===== config.mk =====
export PLATFORM = sky130hd
export DESIGN_NAME = data_plane_arbiter_flat
export DESIGN_NICKNAME = d
export VERILOG_FILES = /design/src/rtl/data_plane_arbiter_if.sv /design/src/rtl/data_plane_arbiter.sv /design/src/flat_wrapper.sv
export SDC_FILE = /design/constraint.sdc
export NUM_CORES = 1
export LEC_CHECK = 0
export BUFFER_PORTS_ARGS = -buffer_cell sky130_fd_sc_hd__clkbuf_2
export CORE_MARGIN = 2
export CORE_UTILIZATION = 43
export CTS_CLUSTER_SIZE = 8
export DETAILED_ROUTE_END_ITERATION = 10
export PLACE_DENSITY_LB_ADDON = 0.05
export SLEW_MARGIN = 20
export SYNTH_ARGS = -nofsm -noshare
export SYNTH_HDL_FRONTEND = slang
export SYNTH_SLANG_ARGS = --single-unit

===== constraint.sdc =====
create_clock -name clk -period 5.42 [get_ports clk]
set_input_delay 0 -clock clk [delete_from_list [all_inputs] [get_ports clk]]
set_output_delay 0 -clock clk [all_outputs]
set_load 0.01 [all_outputs]

===== src/rtl/data_plane_arbiter_if.sv =====
// Handshake bundle between the data-plane arbiter and the per-node
// transmitters / control plane. The arbiter uses the master view.
interface data_plane_arbiter_if #(
    parameter int NODES = 4,
    parameter int IDW   = $clog2(NODES)
);
    logic [NODES-1:0] req;
    logic [NODES-1:0] complete;
    logic [NODES-1:0] data_tx_flag;
    logic [IDW-1:0]   grant_id;
    logic             busy;
    logic             timeout_err;
    logic [15:0]      grant_count;

    modport master (
        input  req,
        input  complete,
        output data_tx_flag,
        output grant_id,
        output busy,
        output timeout_err,
        output grant_count
    );

    modport slave (
        output req,
        output complete,
        input  data_tx_flag,
        input  grant_id,
        input  busy,
        input  timeout_err,
        input  grant_count
    );
endinterface


===== src/rtl/data_plane_arbiter.sv =====
// Round-robin arbiter sharing the single photonic data-plane channel.
// One node is granted at a time: a one-cycle start pulse is fired, the
// channel is held until that node's completion pulse (or a timeout), and
// a guard cycle separates consecutive owners.
module data_plane_arbiter #(
    parameter int NODES   = 4,
    parameter int TIMEOUT = 16,
    parameter int IDW     = $clog2(NODES)
) (
    input  logic                clk,
    input  logic                rst,
    data_plane_arbiter_if.master bus
);
    typedef enum logic [1:0] {
        IDLE  = 2'd0,
        GRANT = 2'd1,
        WAIT  = 2'd2,
        GAP   = 2'd3
    } state_t;

    // Timer only needs to reach TIMEOUT-1.
    localparam int TW = $clog2(TIMEOUT);
    // One extra bit so (last + 1 + offset) can exceed NODES before wrap.
    localparam int SW = IDW + 1;

    state_t           state_reg;
    logic [TW-1:0]    timer_reg;
    logic [IDW-1:0]   last_reg;
    logic [IDW-1:0]   owner_reg;
    logic [NODES-1:0] flag_reg;
    logic             busy_reg;
    logic             terr_reg;
    logic [15:0]      count_reg;

    // Candidate node for each scan position: (last + 1 + gi) mod NODES.
    logic [IDW-1:0] cand_idx [NODES];

    generate
        for (genvar gi = 0; gi < NODES; gi++) begin : g_cand
            logic [SW-1:0] sum;
            assign sum = SW'(last_reg) + SW'(gi + 1);
            assign cand_idx[gi] = (sum >= SW'(NODES)) ? IDW'(sum - SW'(NODES))
                                                      : IDW'(sum);
        end
    endgenerate

    logic [IDW-1:0] pick_idx;
    logic           pick_valid;

    // Scan from the far end back so the nearest requester after last wins.
    always_comb begin
        pick_valid = 1'b0;
        pick_idx   = last_reg;
        for (int k = NODES - 1; k >= 0; k--) begin
            if (bus.req[cand_idx[k]]) begin
                pick_valid = 1'b1;
                pick_idx   = cand_idx[k];
            end
        end
    end

    // Arbitration FSM; every output is a register updated here.
    always_ff @(posedge clk) begin
        if (rst) begin
            state_reg <= IDLE;
            timer_reg <= '0;
            last_reg  <= IDW'(NODES - 1);
            owner_reg <= IDW'(NODES - 1);
            flag_reg  <= '0;
            busy_reg  <= 1'b0;
            terr_reg  <= 1'b0;
            count_reg <= '0;
        end else begin
            // Start pulse and timeout pulse are single-cycle by default.
            flag_reg <= '0;
            terr_reg <= 1'b0;
            case (state_reg)
                IDLE: begin
                    if (pick_valid) begin
                        owner_reg <= pick_idx;
                        flag_reg  <= NODES'(1) << pick_idx;
                        count_reg <= count_reg + 16'd1;
                        busy_reg  <= 1'b1;
                        state_reg <= GRANT;
                    end
                end
                GRANT: begin
                    timer_reg <= '0;
                    state_reg <= WAIT;
                end
                WAIT: begin
                    // Completion has priority over a coincident timeout.
                    if (bus.complete[owner_reg]) begin
                        last_reg  <= owner_reg;
                        state_reg <= GAP;
                    end else if (timer_reg == TW'(TIMEOUT - 1)) begin
                        terr_reg  <= 1'b1;
                        last_reg  <= owner_reg;
                        state_reg <= GAP;
                    end else begin
                        timer_reg <= timer_reg + 1'b1;
                    end
                end
                GAP: begin
                    // Guard cycle lets the previous owner's trailer clear.
                    busy_reg  <= 1'b0;
                    state_reg <= IDLE;
                end
                default: state_reg <= IDLE;
            endcase
        end
    end

    assign bus.data_tx_flag = flag_reg;
    assign bus.grant_id     = owner_reg;
    assign bus.busy         = busy_reg;
    assign bus.timeout_err  = terr_reg;
    assign bus.grant_count  = count_reg;
endmodule


===== src/flat_wrapper.sv =====
// flat-port wrapper written by rule: the top's interface ports become plain ports
module data_plane_arbiter_flat 
#(
    parameter int NODES   = 4,
    parameter int TIMEOUT = 16,
    parameter int IDW     = $clog2(NODES)
)
  (clk, rst, bus_req, bus_complete, bus_data_tx_flag, bus_grant_id, bus_busy, bus_timeout_err, bus_grant_count);
  data_plane_arbiter_if #(.NODES(NODES), .IDW(IDW)) bus_i ();
  input  logic clk;
  input  logic rst;
  input wire logic [$bits(bus_i.req)-1:0] bus_req;
  input wire logic [$bits(bus_i.complete)-1:0] bus_complete;
  output wire logic [$bits(bus_i.data_tx_flag)-1:0] bus_data_tx_flag;
  output wire logic [$bits(bus_i.grant_id)-1:0] bus_grant_id;
  output wire logic [$bits(bus_i.busy)-1:0] bus_busy;
  output wire logic [$bits(bus_i.timeout_err)-1:0] bus_timeout_err;
  output wire logic [$bits(bus_i.grant_count)-1:0] bus_grant_count;
  assign bus_i.req = bus_req;
  assign bus_i.complete = bus_complete;
  assign bus_data_tx_flag = bus_i.data_tx_flag;
  assign bus_grant_id = bus_i.grant_id;
  assign bus_busy = bus_i.busy;
  assign bus_timeout_err = bus_i.timeout_err;
  assign bus_grant_count = bus_i.grant_count;
  data_plane_arbiter #(.NODES(NODES), .TIMEOUT(TIMEOUT), .IDW(IDW)) u_core (.clk(clk), .rst(rst), .bus(bus_i));
endmodule

==> qor.yml <==
grt:
  met3_usage_pct: 5.14
  grt_max_degree: 35
  overflow: 0
  use_met2_pct: 24.9
  grt_pass1_wl_um: 5700
  antenna_found_initial: 0
  grt_pass1_vias: 1219
  grtUsageMet1_pct: 24.7
  top_usage_layer: "met2"
  grtUsageTotal_pct: 17.7
worst_setup_path:
  worstReg2RegStart: "u_core.state_reg[0]$_SDFFE_PP0P_"
  path_buf_inv: 1
  required_ns: 5.58
  crit_family: "simple AND/OR/NAND/NOR gates"
  critPathArrivalTime_ns: 2.17
  cp_max_fo: 6
  path_class: "register to register"
  cp_cell_sequence: "inv_1 -> ha_1 -> nand4_4 -> nor4b_4 -> nor3b_2 -> mux2_1"
  endpoint_kind: "register"
  cpPeakStageDelay_ns: 0.37
  cp_slowest_cell: "nor4b_4"
  critPathLaunch: "u_core.state_reg[0]$_SDFFE_PP0P_"
  start_kind: "register"
synth:
  synth_flop_cell: "dfxtp_1"
  synth_nets: 188
  synth_fa_ha_area_share_pct: 4.67
  yosys.area_share.xor_xnor_pct: 4.91
  synth.cell_area_sq_um: 1610
  syn_inst: 172
  syn_area_per_cell_sq_um: 9.34
  ys_warn_count: 0
  synth_edf_count: 0
  ys_types: 48
  synth-simple-area-share_pct: 27.3
  synth-seq-area-share_pct: 39.9
  synth_mux_area_share_pct: 4.75
  synthArstFlopShare_pct: 0
  ys_ff_latch: 32
  synth_top_family_by_area: "simple AND/OR/NAND/NOR gates"
  synth-compound-area-share_pct: 14.6
sta:
  clock.fmax_ghz: 0.499
  setup_total_negative_slack_ns: 0
  finalCritPeriodShare_pct: 37.0
  fin_crit_ns: 2.01
  worst-slew-pin-transition_ns: 0.705
  setup_ws_ns: 3.41
  rsz0062_at_grt: "no"
  whs_ns: 0.160
  setup_violations: 0
  clock_skew_ns: 0.00301
  hold_viol_final: 0
  final_max_slew_viol_count: 0
  relSlewSlack_pct: 53.0
floorplanning:
  dieArea_sq_um: 4240
  die_x_um: 65.1
  die_h_um: 65.1
  num_rows: 22
  start_util_pct: 44.2
  ios: 34
  core_sq_um: 3630
final_layout:
  areaGrowthSynthToFinish_pct: 18.0
  n_antenna_cell: 0
  largest_reg_flops: 16
  drive_above_1_share_pct: 23.7
  fin_nets: 222
  fin_area_sq_um: 1900
clock_tree:
  clock_latency_ns: 0.28
  cts_buffers: 5
  clk_pin_slew_ns: 0.07
  tritoncts: "built"
  cts.sinks: 32
  clk_path_buf_depth: 2
  clock_tree.root_cell: "clkbuf_8"
  post-cts-setup-buffers: 0
  hold_buffers: 0
  cts_resized: 0
  htree_levels: 2
run:
  drv_cap: 0
placement:
  placement.io_buffers: 33
  gp_congestion: 0.781
  dpl.hpwl_um: 2410
  place_area_sq_um: 1810
  post-place-ws_ns: 3.42
detailed_routing:
  vias: 1336
  vias_per_cell: 5.24
  routedWlPerCell_um: 13.1
  drc: 0
  first_pass_iters: 4
  wl_um: 3340
  initialDrtViolationCount: 59
  ant_nets: 0
pwr:
  p_leak_nw: 0.810
  total_power_w: 0.000705
  vdd_ir_drop_max_mv: 0.184
  p_per_area_nw_per_um2: 372
hold_path:
  hold_path_class: "primary input to register"
  hp-start: "bus_req[3]"
status:
  status: "finished clean"
## area by class of cell
type	instances	area, sq um
fillers	371	1740
inverters	10	37.5
flip-flops and latches	32	641
well taps	48	60.1
clock buffers	8	90.1
repair buffers	33	165
multi-input cells	124	902
## placed cells by master, fill, tap and decap left out, drive strengths merged, types with 2 or more instances in the layout
cell    synthesis  routed
a22oi           2       2
o21ai           6       6
nor3            6       6
nand3           7       7
ha              6       6
mux2            3       3
o31ai           2       2
xor2            4       4
nor4            3       3
xnor2           5       5
inv            10      10
nor2b           3       3
mux2i           2       2
nor2           21      21
nand4           4       4
nand4b          2       2
a21oi          10      10
and3            6       6
or3             3       3
clkbuf          5      41
a211oi          4       4
nand2           6       6
dfxtp          32      32
## through the flow
| stage | instances | utilization (%) |
|---|---|---|
| after global placement | 247 | 49.7 |
| after global routing | 255 | 52.2 |
| after floorplan | 172 | - |
| after CTS | 255 | 52.2 |
| after detailed placement | 247 | 49.7 |
| final | 255 | 52.2 |
## synthesized netlist by cell type (2+ instances only)
cell	n	area share, %
a22oi_1	2	0.93
nor4_1	2	0.78
nand4b_1	2	1.1
a21oi_1	10	3.1
a211oi_1	4	1.9
ha_1	6	4.7
or3_1	3	1.2
mux2i_1	2	1.2
nor2_1	21	4.9
mux2_2	2	1.4
nand2_1	5	1.2
inv_1	10	2.3
o31ai_1	2	0.93
nor2b_1	3	1.2
nand3_1	7	2.2
nor3_1	6	1.9
xnor2_1	5	2.7
dfxtp_1	32	40
clkbuf_1	5	1.2
o21ai_0	6	1.9
xor2_1	4	2.2
nand4_1	2	0.78
and3_1	6	2.3
## power breakdown
group	switching [W]	internal [W]	leakage, nW	total [W]
Sequential	0.0000294	0.000265	0.260	0.000294
Combinational	0.000135	0.0000899	0.504	0.000225
Clock	0.0000826	0.000103	0.0455	0.000186
## path summary, 6_finish.rpt
kind / to / slack, ns / cells past startpoint
worst max-delay path: u_core.bus.grant_count[15]$_SDFFE_PP0P_ / 3.41 / 6
worst min-delay path: u_core.bus.data_tx_flag[1]$_SDFF_PP0_ / 0.16 / 3
worst max register to register: u_core.bus.grant_count[15]$_SDFFE_PP0P_ / 3.41 / 6
worst min register to register: u_core.timer_reg[1]$_SDFFE_PP0P_ / 0.53 / 2
## worst reg2reg max path: stages (launching register included)
cell     delay, ns
dfxtp_1       0.32
inv_1         0.12
ha_1          0.36
nand4_4       0.17
nor4b_4       0.37
nor3b_2       0.23
mux2_1        0.33
## metal layers
layer	vias up	routed length, um	part of all wire [%]
met4	0	35	1.0
met3	2	114	3.4
li1	686	-	-
met5	-	0	0
met1	622	1680	50
met2	26	1520	45
## cell families (layout without fill, tap and decap cells)
group	Yosys count	after routing
adder cells (fa/ha/maj)	6	6
flip-flops	32	32
XOR/XNOR	9	9
AND/OR/NAND/NOR	70	70
multiplexers	6	6
AO/OA/AOI/OAI	33	33
buffers and inverters	16	51
Note: power is estimated with default switching activity, not from simulation.
